## src/rtl/fetch_queue_if.sv

```systemverilog
// rtl/fetch_queue_if.sv - memory, decoder and redirect signals of the fetch queue
interface fetch_queue_if #(
  parameter int NBITS       = 8,
  parameter int NINSTR_BITS = 32
);
  logic                   mem_req;
  logic [NBITS-1:0]       mem_addr;
  logic                   mem_busy;
  logic                   mem_rvalid;
  logic [NINSTR_BITS-1:0] mem_rdata;
  logic                   instr_valid;
  logic [NINSTR_BITS-1:0] instr;
  logic [NBITS-1:0]       instr_pc;
  logic                   instr_ready;
  logic                   redirect;
  logic [NBITS-1:0]       redirect_pc;

  modport master (
    output mem_req, mem_addr, instr_valid, instr, instr_pc,
    input  mem_busy, mem_rvalid, mem_rdata, instr_ready, redirect, redirect_pc
  );

  modport slave (
    input  mem_req, mem_addr, instr_valid, instr, instr_pc,
    output mem_busy, mem_rvalid, mem_rdata, instr_ready, redirect, redirect_pc
  );
endinterface

```

## src/rtl/fetch_queue.sv

```systemverilog
// rtl/fetch_queue.sv - instruction fetch unit with one outstanding request and a small FIFO
module fetch_queue #(
  parameter int          NBITS       = 8,
  parameter int          NINSTR_BITS = 32,
  parameter int          DEPTH       = 4,
  parameter int unsigned RESET_PC    = 0
) (
  input logic             clock,
  input logic             reset,
  fetch_queue_if.master   bus
);
  localparam int PW = $clog2(DEPTH);
  localparam int CW = PW + 1;
  localparam logic [CW-1:0] DEPTH_C = CW'(DEPTH);

  typedef enum logic [1:0] {FETCH, WAIT, DRAIN} state_t;

  state_t           state_q, state_d;
  logic [NBITS-1:0] fetch_pc_q, fetch_pc_d;
  logic [NBITS-1:0] req_addr_q, req_addr_d;
  logic [CW-1:0]    count_q, count_d;
  logic [PW-1:0]    wr_ptr_q, wr_ptr_d;
  logic [PW-1:0]    rd_ptr_q, rd_ptr_d;

  logic [NINSTR_BITS-1:0] instr_mem_q [DEPTH];
  logic [NBITS-1:0]       pc_mem_q    [DEPTH];

  logic accept;
  logic push;
  logic pop;

  // Request and head-valid depend on redirect in the same cycle, so they stay combinational.
  assign bus.mem_req     = !reset && (state_q == FETCH) && (count_q < DEPTH_C) && !bus.redirect;
  assign bus.mem_addr    = fetch_pc_q;
  assign bus.instr_valid = !reset && (count_q != '0) && !bus.redirect;
  assign bus.instr       = instr_mem_q[rd_ptr_q];
  assign bus.instr_pc    = pc_mem_q[rd_ptr_q];

  assign accept = bus.mem_req && !bus.mem_busy;
  assign push   = (state_q == WAIT) && bus.mem_rvalid && !bus.redirect;
  assign pop    = bus.instr_valid && bus.instr_ready;

  always_comb begin
    state_d    = state_q;
    fetch_pc_d = fetch_pc_q;
    req_addr_d = req_addr_q;
    count_d    = count_q;
    wr_ptr_d   = wr_ptr_q;
    rd_ptr_d   = rd_ptr_q;
    if (bus.redirect) begin
      fetch_pc_d = bus.redirect_pc;
      count_d    = '0;
      wr_ptr_d   = '0;
      rd_ptr_d   = '0;
      // An outstanding request must still be retired, so WAIT becomes DRAIN unless its response is here now.
      case (state_q)
        FETCH:   state_d = FETCH;
        WAIT:    state_d = bus.mem_rvalid ? FETCH : DRAIN;
        DRAIN:   state_d = bus.mem_rvalid ? FETCH : DRAIN;
        default: state_d = FETCH;
      endcase
    end else begin
      case (state_q)
        FETCH: begin
          if (accept) begin
            fetch_pc_d = fetch_pc_q + NBITS'(4);
            req_addr_d = fetch_pc_q;
            state_d    = WAIT;
          end
        end
        WAIT:    if (bus.mem_rvalid) state_d = FETCH;
        DRAIN:   if (bus.mem_rvalid) state_d = FETCH;
        default: state_d = FETCH;
      endcase
      if (push) wr_ptr_d = wr_ptr_q + PW'(1);
      if (pop)  rd_ptr_d = rd_ptr_q + PW'(1);
      if (push && !pop)      count_d = count_q + CW'(1);
      else if (pop && !push) count_d = count_q - CW'(1);
    end
  end

  always_ff @(posedge clock) begin
    if (reset) begin
      state_q    <= FETCH;
      fetch_pc_q <= NBITS'(RESET_PC);
      req_addr_q <= '0;
      count_q    <= '0;
      wr_ptr_q   <= '0;
      rd_ptr_q   <= '0;
    end else begin
      state_q    <= state_d;
      fetch_pc_q <= fetch_pc_d;
      req_addr_q <= req_addr_d;
      count_q    <= count_d;
      wr_ptr_q   <= wr_ptr_d;
      rd_ptr_q   <= rd_ptr_d;
    end
  end

  // Payload storage needs no reset; validity is tracked by count_q alone.
  always_ff @(posedge clock) begin
    if (push && !reset) begin
      instr_mem_q[wr_ptr_q] <= bus.mem_rdata;
      pc_mem_q[wr_ptr_q]    <= req_addr_q;
    end
  end
endmodule

```

## src/flat_wrapper.sv

```systemverilog
// flat-port wrapper written by rule: the top's interface ports become plain ports
module fetch_queue_flat 
#(
  parameter int          NBITS       = 8,
  parameter int          NINSTR_BITS = 32,
  parameter int          DEPTH       = 4,
  parameter int unsigned RESET_PC    = 0
)
  (clock, reset, bus_mem_req, bus_mem_addr, bus_instr_valid, bus_instr, bus_instr_pc, bus_mem_busy, bus_mem_rvalid, bus_mem_rdata, bus_instr_ready, bus_redirect, bus_redirect_pc);
  fetch_queue_if #(.NBITS(NBITS), .NINSTR_BITS(NINSTR_BITS)) bus_i ();
  input logic clock;
  input logic reset;
  output wire logic [$bits(bus_i.mem_req)-1:0] bus_mem_req;
  output wire logic [$bits(bus_i.mem_addr)-1:0] bus_mem_addr;
  output wire logic [$bits(bus_i.instr_valid)-1:0] bus_instr_valid;
  output wire logic [$bits(bus_i.instr)-1:0] bus_instr;
  output wire logic [$bits(bus_i.instr_pc)-1:0] bus_instr_pc;
  input wire logic [$bits(bus_i.mem_busy)-1:0] bus_mem_busy;
  input wire logic [$bits(bus_i.mem_rvalid)-1:0] bus_mem_rvalid;
  input wire logic [$bits(bus_i.mem_rdata)-1:0] bus_mem_rdata;
  input wire logic [$bits(bus_i.instr_ready)-1:0] bus_instr_ready;
  input wire logic [$bits(bus_i.redirect)-1:0] bus_redirect;
  input wire logic [$bits(bus_i.redirect_pc)-1:0] bus_redirect_pc;
  assign bus_mem_req = bus_i.mem_req;
  assign bus_mem_addr = bus_i.mem_addr;
  assign bus_instr_valid = bus_i.instr_valid;
  assign bus_instr = bus_i.instr;
  assign bus_instr_pc = bus_i.instr_pc;
  assign bus_i.mem_busy = bus_mem_busy;
  assign bus_i.mem_rvalid = bus_mem_rvalid;
  assign bus_i.mem_rdata = bus_mem_rdata;
  assign bus_i.instr_ready = bus_instr_ready;
  assign bus_i.redirect = bus_redirect;
  assign bus_i.redirect_pc = bus_redirect_pc;
  fetch_queue #(.NBITS(NBITS), .NINSTR_BITS(NINSTR_BITS), .DEPTH(DEPTH), .RESET_PC(RESET_PC)) u_core (.clock(clock), .reset(reset), .bus(bus_i));
endmodule
```

## config.mk

```make
export PLATFORM = sky130hd
export DESIGN_NAME = fetch_queue_flat
export DESIGN_NICKNAME = d
export VERILOG_FILES = /design/src/rtl/fetch_queue_if.sv /design/src/rtl/fetch_queue.sv /design/src/flat_wrapper.sv
export SDC_FILE = /design/constraint.sdc
export NUM_CORES = 1
export LEC_CHECK = 0
export ABC_AREA = 1
export CAP_MARGIN = 0
export CORE_MARGIN = 10
export CORE_UTILIZATION = 49
export DETAILED_ROUTE_END_ITERATION = 10
export PLACE_DENSITY = 0.83
export SETUP_SLACK_MARGIN = 0.3
export SYNTH_ARGS = -nofsm -noshare
export SYNTH_HDL_FRONTEND = slang
export SYNTH_SLANG_ARGS = --single-unit
```

## constraint.sdc

```tcl
create_clock -name clock -period 2.85 [get_ports clock]
set_clock_uncertainty 0.1 [all_clocks]
set_input_delay 0.285 -clock clock [delete_from_list [all_inputs] [get_ports clock]]
set_output_delay 0.285 -clock clock [all_outputs]
set_load 0.01 [all_outputs]
```

==> results of run 1 <==
[per-layer routing]
metal	part of all wire	vias to the layer above
li1	-	2283
met1	0.38	2440
met2	0.51	216
met3	0.079	31
met4	0.029	0
met5	0	-
[worst paths after layout]
path / from / end / slack, ps / depth (start not counted)
max: register / bus_instr[26] / 340 / 5
min: bus_redirect_pc[0] / u_core.bus.mem_addr[0] / 350 / 3
max reg2reg: u_core.state_q[0] / u_core.count_q[2] / 730 / 12
min reg2reg: u_core.state_q[1] / u_core.state_q[1] / 390 / 2
[metrics by stage]
| step | hold WS, ps | instances | area [µm²] |
|---|---|---|---|
| 2_1_floorplan | 283.9 | 577 | 7246 |
| 3_3_place_gp | 349.0 | 839 | 8493 |
| 3_5_place_dp | 376.6 | 839 | 8493 |
| 4_1_cts | 327.1 | 875 | 9156 |
| 5_1_grt | 340.3 | 876 | 9214 |
| 6_report | 348.9 | 877 | 9216 |
[state kept, by name (all words and copies together) (netlist names), named ones only]
signal	count
u_core.pc_mem_q	32
u_core.rd_ptr_q	2
u_core.bus.mem_addr	8
u_core.instr_mem_q	128
u_core.count_q	3
u_core.req_addr_q	8
u_core.wr_ptr_q	2
u_core.state_q	2
[worst max-delay path: stages (launching register included)]
cell,delay (ps)
sky130_fd_sc_hd__dfxtp_4,410
sky130_fd_sc_hd__inv_6,140
sky130_fd_sc_hd__buf_12,180
sky130_fd_sc_hd__o21ai_0,130
sky130_fd_sc_hd__o22ai_1,230
sky130_fd_sc_hd__clkdlybuf4s50_1,600
[final cells by class]
class                           instances  area, µm²  share of cell area
Inverter                               33      132.6             0.01439
Multi-Input combinational cell        326       1662              0.1803
Antenna cell                            1      2.502           0.0002715
Tap cell                              184      230.2             0.02498
Timing Repair Buffer                  114       1265              0.1373
Clock buffer                           19      432.9             0.04697
Sequential cell                       187       5350              0.5805
Clock inverter                         13      141.4             0.01534
[power by group]
part	total, mW	internal (mW)	leakage, nW	switching, mW
Sequential	2.99	2.97	1.64	0.0183
Clock	2.29	1.30	0.266	0.989
Combinational	0.187	0.0988	1.34	0.0884
[synthesized netlist by cell type]
cell and instances:
sky130_fd_sc_hd__buf_2 5, sky130_fd_sc_hd__nand2_2 1, sky130_fd_sc_hd__o22ai_1 40, sky130_fd_sc_hd__clkbuf_1 23
sky130_fd_sc_hd__nand2_1 40, sky130_fd_sc_hd__nor2_4 2, sky130_fd_sc_hd__ha_1 8, sky130_fd_sc_hd__nor2_2 2
sky130_fd_sc_hd__clkinv_1 2, sky130_fd_sc_hd__a21oi_1 20, sky130_fd_sc_hd__xnor2_1 1, sky130_fd_sc_hd__fa_1 1
sky130_fd_sc_hd__nand3_1 16, sky130_fd_sc_hd__a21boi_0 1, sky130_fd_sc_hd__edfxtp_1 160, sky130_fd_sc_hd__nor2_1 98
sky130_fd_sc_hd__nand3_4 1, sky130_fd_sc_hd__o211a_1 1, sky130_fd_sc_hd__dfxtp_1 27, sky130_fd_sc_hd__inv_1 31
sky130_fd_sc_hd__o21ai_0 91, sky130_fd_sc_hd__xor2_1 1, sky130_fd_sc_hd__nand4_1 1, sky130_fd_sc_hd__o21bai_1 1
sky130_fd_sc_hd__buf_6 3
[repair_timing]
item                       CTS  global route
setup buffers                3             0
gates resized for setup     15            13
cloned                       1             1
setup endpoints to repair   40            19
[cell families (layout without fill, tap and decap cells)]
group           Yosys count  count (layout)  synth area share
flops                   187             187            0.7377
simple gates            161             161           0.09152
compound gates          154             154            0.1147
buf+inv                  64             179           0.03713
fa+ha+maj                 9               9           0.01658
xor+xnor                  2               2          0.002418
other cells               0               1                 0
==> run summary, run 1 <==
The flow ran to the end, and the final reports show no timing, DRC or antenna violations. The proportion of netlist area held by the largest area contributor is 0.6631. The first-pass detailed-route iteration total is 6.

The remaining routing DRC violations came out at 0. The initial antenna violation count is 1. The clock buffer count from CTS came out at 17.

In this run the most used layer during global routing was met2. The first-pass GRT wire length came out at approximately 26 mm. Headroom to the max-slew limit came out at 0.7372.

The post-synthesis cell count is 577. The count of final setup violators is 0. The shortest period the worst path allows came out at 2512 ps. The clock latency reported for the late side of the worst-skew pair came out at between 400 and 500 ps. For this block, the initial DRC count from the detailed router was 543. The global routing met1 resource utilization is 0.1878. Setup repair after global routing could not meet its margin everywhere. The number of sinks on the clock net came out at between 150 and 200.

The wire length after detailed routing is approximately 17 mm. Yosys attributes the largest share of cell area to sky130_fd_sc_hd__edfxtp_1, sky130_fd_sc_hd__dfxtp_1, sky130_fd_sc_hd__o21ai_0, sky130_fd_sc_hd__nor2_1, sky130_fd_sc_hd__o22ai_1. The number of ports placed on the die boundary is 96. The post-placement worst setup slack came out at 497.3 ps. The via total after detailed routing is 4970.

The overall global routing resource usage came out at 0.1690. The area added between synthesis and finish is 27.20%. The total grt overflow is 0. The worst path meets setup with between 300 and 400 ps of slack.

In the finished design, the share of the clock period the worst path needs comes to 0.8815. The count of final hold-check violations is 0. The pin count of the biggest net entering global routing is between 40 and 50. The overall power after layout came out at about 5.5 mW. The port buffer count came out at 95. The TritonCTS clock tree is built.

The synthesized area per cell is 12.56 µm². The actual transition at the worst max-transition pin came out at between 300 and 400 ps. The number of different library cells used by synthesis comes to 25. The HPWL after detailed placement is a little over 10 mm. The count of max-cap constraint violations is 0. The yosys synthesis warning count is 0. The via count of the first global-routing pass is 5000.

The library cell used most frequently in the layout, excluding fill and tap cells, is sky130_fd_sc_hd__edfxtp_1. After clock tree synthesis, the clock-pin slew on the worst setup and hold paths is about 70 ps. The number of synthesized register bits came out at roughly 190. The die width came out at roughly 140 µm. The root buffer cell chosen for the clock tree is sky130_fd_sc_hd__clkbuf_16. STA puts the critical path data arrival time at 2130 ps. For this design, the CTS-stage hold fixing added 0 buffers. The share of the core filled with cells is 0.6341. The total power density per cell area came out at roughly 600 mW/mm². For this run, global-route usage on met2 was measured as 0.2865. The met3 track demand over resource is 0.05975. The leakage component of the power is between 3 and 4 nW. The worst setup path is launched from a register. The largest voltage drop on the vdd net came out at 0.5390 mV.

For this configuration, the core starts out at a cell density of 0.4985. The endpoint type of the worst setup path is an output pin. Based on the critical path, the design can be clocked at up to ~400 MHz.

The number of max-slew violations in the final report is 0. The maximum clock insertion buffer count is 2. The final setup TNS came out at 0 ps. The count of fill cells added during filler insertion is approximately 1.0k. The net count after synthesis came out at about 630.

The post-synthesis instance area came out at slightly above 0.007 mm². The biggest fanout along the worst timing path is 23. The count of standard-cell rows came out at 44. The count of antenna-violating nets left after detailed routing came out at 0. The H-tree level count is 4.

The height of the chip came out at 141.6 µm. The required time of the critical path came out at roughly 2500 ps. The path type of the worst min-delay path is primary input to register. Of all cell types, the one taking the most synthesized area is sky130_fd_sc_hd__edfxtp_1. The average wire length per cell after detail routing is 19.93 µm. The total area inside the core boundary comes to 0.01453 mm². Routability-driven placement finished with a final weighted congestion of approximately 0.83. The floorplan step defined a die boundary enclosing about 0.020 mm². Leaving out fill and tap cells, the most frequent cells in the layout are sky130_fd_sc_hd__edfxtp_1, sky130_fd_sc_hd__nor2_1, sky130_fd_sc_hd__o21ai_0. The proportion of synthesized chip area in sequential cells is 0.7377.

The layout cell share with drive strength beyond 1 came out at 0.08815. After the last flow step, the layout net total stands at 734. The detailed-route vias per instance came out at around 5.7.

The type of the setup path with the least slack is register to output pin.
Power figures use the tool's default switching activity.
==> inputs of run 2 (changes only) <==
--- a/config.mk
+++ b/config.mk
@@ -6,12 +6,11 @@
 export NUM_CORES = 1
 export LEC_CHECK = 0
 export ABC_AREA = 1
-export CAP_MARGIN = 0
+export CAP_MARGIN = 5
 export CORE_MARGIN = 10
 export CORE_UTILIZATION = 49
 export DETAILED_ROUTE_END_ITERATION = 10
 export PLACE_DENSITY = 0.83
-export SETUP_SLACK_MARGIN = 0.3
 export SYNTH_ARGS = -nofsm -noshare
 export SYNTH_HDL_FRONTEND = slang
 export SYNTH_SLANG_ARGS = --single-unit
==> run 2 against run 1 <==
  * Clock power hardly changed
  * Total power shrank 0.19%
  * Count of clock-buffer cells in the layout did not move
  * Fmax decreased by 6.7%
  * Setup slack worse by 180 ps
  * Combinational power barely moved
  * Non-clock buffer count is 5 lower
  * Critical path depth is 1 lower
  * Critical path type unchanged
  * Highest routed layer unchanged
==> run summary, run 2 (synthesized netlist as in run 1, its figures left out) <==
The portion of total power attributed to combinational logic came out at 0.034. Entering global routing, the biggest net connects 47 pins. Headroom to the max-slew limit came out at 0.7068.

The portion of total power attributed to sequential cells came out at 0.548. The highest clock rate came out at between 300 and 400 MHz. In the layout the commonest cells are sky130_fd_sc_hd__edfxtp_1, sky130_fd_sc_hd__clkdlybuf4s50_1, sky130_fd_sc_hd__nor2_1.

Clock tree synthesis selected as its root buffer the cell sky130_fd_sc_hd__clkbuf_16. The required time of the critical path is roughly 2500 ps. The first-iteration detailed-routing DRC count is approximately 430. The via count of the first global-routing pass is ~4.9k. The worst setup path is of the register to output pin kind. The initial utilization of the core area, before any placement, comes to 0.4985.

The estimated wirelength of the detail-placed design is slightly above 10 mm. The die width is approximately 140 µm. The buffers inserted during post-CTS setup optimization came out at 0. Setup repair after global routing left no endpoint under its margin.

The number of standard cells in the final layout excluding fillers is between 800 and 900. The flip-flop count of the largest register, all copies and words added is between 100 and 150. The count of max-cap constraint violations is 0.

The port buffer count came out at 95. The number of sinks on the clock net came out at around 190. The clock buffer count from CTS came out at 17. The first detailed-routing pass took 8 iterations. After detailed routing, the total wire length is ~17 mm. The most common cell after layout, fill and taps aside is sky130_fd_sc_hd__edfxtp_1. The post-placement worst setup slack came out at between 400 and 500 ps. The total grt overflow came out at 0. The register ranked first by flip-flop count is u_core.instr_mem_q.

The register clock-pin slew on the reported worst setup and hold paths came out at 60 ps. The number of max-slew violations in the final report is 0. Buffers inserted to repair hold after CTS numbered 0.

The H-tree level count came out at 4. The overall global routing resource usage is 0.1637. The count of standard-cell rows is 44. The count of fill cells added during filler insertion came out at around 1.1k. Broken down by cell family, the worst path's largest delay share belongs to buffers and inverters. The area growth from synthesis to layout is 25.26%. The core footprint came out at approximately 0.015 mm². The relative contribution of the clock network to total power came out at 0.417. The actual transition at the worst max-transition pin came out at ~440 ps. The maximum clock insertion buffer count is 2. The largest stage delay on the critical path came out at around 600 ps. In this run the critical register-to-register path is launched from u_core.state_q[0]. TritonCTS built the clock tree. The tightest min-delay check is of the primary input to register type. The detailed-route vias per instance came out at approximately 5.5.

The average wire length per cell after detail routing is roughly 19 µm. The leakage component of the power is 3.087 nW. STA classifies the critical path endpoint as an output pin.

In this run the count of I/O pins placed on the die edge is 96. The first global-routing pass estimated about 26 mm of wire. The flow ran to the end, and the final reports show no timing, DRC or antenna violations.

The final RePlAce weighted congestion came out at slightly above 0.8. The detail route stage leaves a number of antenna-violating nets equal to 0. The largest registers in the layout are u_core.instr_mem_q: 128 flops, u_core.pc_mem_q: 32 flops. The power spent charging and discharging nets is around 1.1 mW. Of the available clock period, the critical path in the final layout requires 0.9446. The initial antenna violation count is 1. For this run, the post-layout net count is roughly 730. The worst path buffer plus inverter count came out at 2.

The cell count after placement is 839. The height of the chip came out at 141.6 µm. The via total after detailed routing came out at 4827. The shortest period the worst path allows came out at around 2700 ps.

The largest individual stage delay along the critical path comes from the cell sky130_fd_sc_hd__clkdlybuf4s50_1. The startpoint identified for the worst hold timing path is bus_redirect_pc[0]. The count of final setup violators came out at 0.

The overall die area came out at 0.02005 mm². At the later pin of the worst-skew pair, clock insertion delay measures between 400 and 500 ps. The remaining routing DRC violations is 0. Of the total power, the share spent switching nets is 0.1990. The worst-case setup margin in the final layout came out at 157.9 ps. The biggest fanout along the worst timing path is 28.

The total power density per cell area is 601.2 mW/mm². The internal power contribution is about 4.4 mW. STA puts the critical path data arrival time at approximately 2300 ps.

IR analysis of the VDD net gives a maximum drop of 0.5335 mV. The worst setup path is launched from a register. In the final layout, the share of cells above drive strength 1 is 0.07860.

The count of final hold-check violations was 0. Traced cell by cell, the critical path runs through buf_4, o21ai_0, o22ai_1, clkdlybuf4s50_1.
## run 2: power groups by stage
stage | sequential, mW | combinational [mW] | clock, mW
2_1_floorplan | 3.05 | 0.0631 | 0
3_3_place_gp | 3.05 | 0.178 | 0
3_5_place_dp | 3.05 | 0.185 | 0
4_1_cts | 2.99 | 0.187 | 2.31
5_1_grt | 2.99 | 0.204 | 2.41
6_report | 2.99 | 0.186 | 2.28
## run 2: worst paths after layout
path,endpoint,slack [ps],cells past startpoint
worst max register to register,u_core.count_q[2],730,12
worst min register to register,u_core.req_addr_q[0],390,2
worst max-delay path,bus_instr[24],160,4
worst min-delay path,u_core.bus.mem_addr[0],350,3
## run 2: routing by layer
metal / GRT usage / vias up / wire length (µm)
met5: 0 / - / 0
met4: 0.06885 / 0 / 320
met3: 0.05340 / 29 / 1221
met2: 0.2860 / 193 / 8610
met1: 0.1782 / 2331 / 6378
li1: - / 2274 / -
## run 2: tightest hold or removal path: cells and delay by family
kind	cells	cell delay, ps
buffers and inverters	1	400
AND/OR/NAND/NOR	2	150
## run 2: metrics by stage
stage	util	setup TNS (ps)	hold WS (ps)	area [µm²]	total power, mW
floorplan	-	-12360	283.9	7246	3.114
global placement	0.5844	0	349.0	8493	3.229
detailed placement	0.5844	0	376.6	8493	3.237
CTS	0.6239	0	327.1	9067	5.489
global route	0.6243	0	340.1	9074	5.607
finish	0.6245	0	349.2	9076	5.457
## run 2: cell type report
type	count	area (µm²)	area share
Inverter	33	123.9	0.01365
Clock inverter	13	141.4	0.01558
Sequential cell	187	5349	0.5893
Tap cell	184	230.2	0.02537
Antenna cell	1	2.502	0.0002757
Clock buffer	19	432.9	0.04770
Multi-Input combinational cell	326	1662	0.1831
Timing Repair Buffer	109	1135	0.1250
## run 2: timing repair
action / CTS / global route
gates resized for setup: 0 / 2
endpoints found under the hold margin: 0 / 0
endpoints found under the setup margin: 0 / 13
==> inputs of run 3 (changes only) <==
--- a/config.mk
+++ b/config.mk
@@ -8,9 +8,9 @@
 export ABC_AREA = 1
 export CAP_MARGIN = 5
 export CORE_MARGIN = 10
-export CORE_UTILIZATION = 49
+export CORE_UTILIZATION = 35
 export DETAILED_ROUTE_END_ITERATION = 10
-export PLACE_DENSITY = 0.83
+export PLACE_DENSITY = 0.65
 export SYNTH_ARGS = -nofsm -noshare
 export SYNTH_HDL_FRONTEND = slang
 export SYNTH_SLANG_ARGS = --single-unit
==> run 3 against run 2 <==
  * Final cell count is 11% higher
  * Total power is 2.7% higher
  * Clock power is 7% higher
  * Highest routed layer unchanged
==> run summary, run 3 (synthesized netlist as in run 1, its figures left out) <==
The run finished with clean final reports. The share of the core filled with cells came out at 0.4550. Max-cap violations in this run came to 0. The initial antenna violation count is 0. The height of the chip came out at 163.9 µm.

TritonCTS built the clock tree. The count of standard-cell rows is 52. In this run the number of H-tree levels came out at 4. The pin count of the biggest net entering global routing came out at 57. The flip-flop count of the largest register, all copies and words added is between 100 and 150. The finished cells cover between 0.009 and 0.01 mm². The via count of the first global-routing pass is approximately 4.6k. The standard cell area after detailed placement is 0.008630 mm². The worst endpoint data arrival time came out at 2300 ps.

The via total after detailed routing is about 4.7k. The smallest clock period supported by the final layout is computed as around 2700 ps. Once the clock tree was built, the resizer swapped 0 gates to a different size. The worst hold path belongs to the class primary input to register. The post-placement worst setup slack came out at 416.5 ps. The detailed-route vias per instance is ~4.8. The first-pass GRT wire length is between 20 and 30 mm. The die width came out at ~160 µm.

The worst slew margin relative to its limit is 0.6960. The clock latency reported for the late side of the worst-skew pair came out at ~430 ps. The port buffer count came out at 95.

The number of sinks on the clock net is between 150 and 200. The area added between synthesis and finish is 27.47%. The sequential cell area in the final layout is ~0.0053 mm². The estimated wirelength of the detail-placed design is between 10 and 15 mm. The initial utilization of the core area, before any placement, comes to 0.3569. The average wire length per cell after detail routing came out at around 17 µm.

In the final layout, the registers with the most flip-flops are u_core.instr_mem_q: 128 flops, u_core.pc_mem_q: 32 flops. The leakage component of the power is 3.133 nW. The library cell used as clock root buffer is sky130_fd_sc_hd__clkbuf_16. The clock buffer count from CTS is 17. After layout, the worst setup slack is between 150 and 200 ps. The count of fill cells added during filler insertion is roughly 1.9k. In the layout the commonest cells are sky130_fd_sc_hd__edfxtp_1, sky130_fd_sc_hd__clkdlybuf4s50_1, sky130_fd_sc_hd__nor2_1. The source of the worst hold timing path is bus_redirect_pc[1]. The actual transition at the worst max-transition pin came out at about 460 ps.

The total overflow left after global routing is 0. For this run, the total global-route usage over all layers was measured as 0.1206. The count of final setup violators came out at 0.

In this run, the number of DRC markers left after iteration 0 of detailed routing was between 300 and 400. Post-CTS timing repair inserted 0 buffers for setup. In this run, placement finished with an instance count of a little over 900. Routability-driven placement finished with a final weighted congestion of 0.7670. The critical path is of the register to output pin type.

The biggest fanout along the worst timing path is 21. The instance count along the most critical hold path came out at 3. The layout cell share with drive strength beyond 1 came out at 0.08934. VDD sags by at most around 0.41 mV.

The wire length after detailed routing came out at approximately 16 mm. After the last flow step, the layout net total stands at between 700 and 800. The portion of the clock cycle consumed by the worst path in the final layout came out at 0.9427. The overall die area came out at 0.02686 mm².

The maximum clock insertion buffer count is 2. In this run the critical register-to-register path is launched from u_core.state_q[1]. The number of max-slew violations in the final report came to 0. The library cell used most frequently in the layout, excluding fill and tap cells, is sky130_fd_sc_hd__edfxtp_1.

For this run, the top clock speed supported by timing is around 370 MHz. The remaining routing DRC violations is 0. The startpoint type of the worst setup path is a register. The number of standard cells in the final layout excluding fillers came out at ~960. The core footprint is between 0.02 and 0.025 mm². The area of the multi-input gates came out at between 0.0015 and 0.002 mm². 96 I/O pins were placed.

Dividing total power by cell area gives a power density of roughly 600 mW/mm². The count of antenna-violating nets left after detailed routing came out at 0. Setup repair after global routing left no endpoint under its margin. The pre-antenna-repair detailed-routing pass consisted of 4 iterations. In this run, post-CTS hold repair placed 0 buffers. Counting flops per register, the top entry is u_core.instr_mem_q. The final setup TNS is 0 ps.

The number of antenna repair diodes came out at 0. The path depth of the worst reg2reg path is 13. Clock-pin slew was measured on the worst setup and hold paths at ~70 ps. At the worst endpoint, the required time is about 2500 ps. The endpoint type of the worst setup path is an output pin. The count of final hold-check violations came out at 0.
## run 3: final timing paths
| path | end | slack, ps |
|---|---|---|
| max | bus_instr_pc[7] | 160 |
| min | u_core.bus.mem_addr[1] | 340 |
| max reg2reg | u_core.count_q[2] | 790 |
| min reg2reg | u_core.state_q[1] | 360 |
## run 3: layout make-up
type / count / area share
clock inverters: 13 / 0.01883
clock buffers: 19 / 0.04687
well taps: 270 / 0.03658
multi-input cells: 326 / 0.1799
repair buffers: 116 / 0.1254
flip-flops and latches: 187 / 0.5790
inverters: 33 / 0.01341
## run 3: layer usage
layer	global-route usage	vias up	wire length, µm
li1	-	2282	-
met1	0.1526	2238	7246
met2	0.1875	105	7403
met3	0.03980	25	1005
met4	0.04752	0	355
met5	0	-	0
## run 3: worst max-delay path, cell delays in order (launching register included)
cell and delay (ps):
sky130_fd_sc_hd__dfxtp_2 610, sky130_fd_sc_hd__buf_4 330, sky130_fd_sc_hd__nor2_1 90, sky130_fd_sc_hd__o22ai_1 230
sky130_fd_sc_hd__clkdlybuf4s50_1 600
## run 3: power by group
part	switching, mW	internal, mW
Clock	0.968	1.46
Combinational	0.0861	0.0988
Sequential	0.0171	2.98
## run 3: metrics by stage
stage	hold slack [ps]	power [mW]
after global routing	349.7	5.781
final	339.1	5.604
after detailed placement	358.8	3.238
after global placement	354.9	3.237
after floorplan	283.9	3.114
after CTS	320.3	5.656
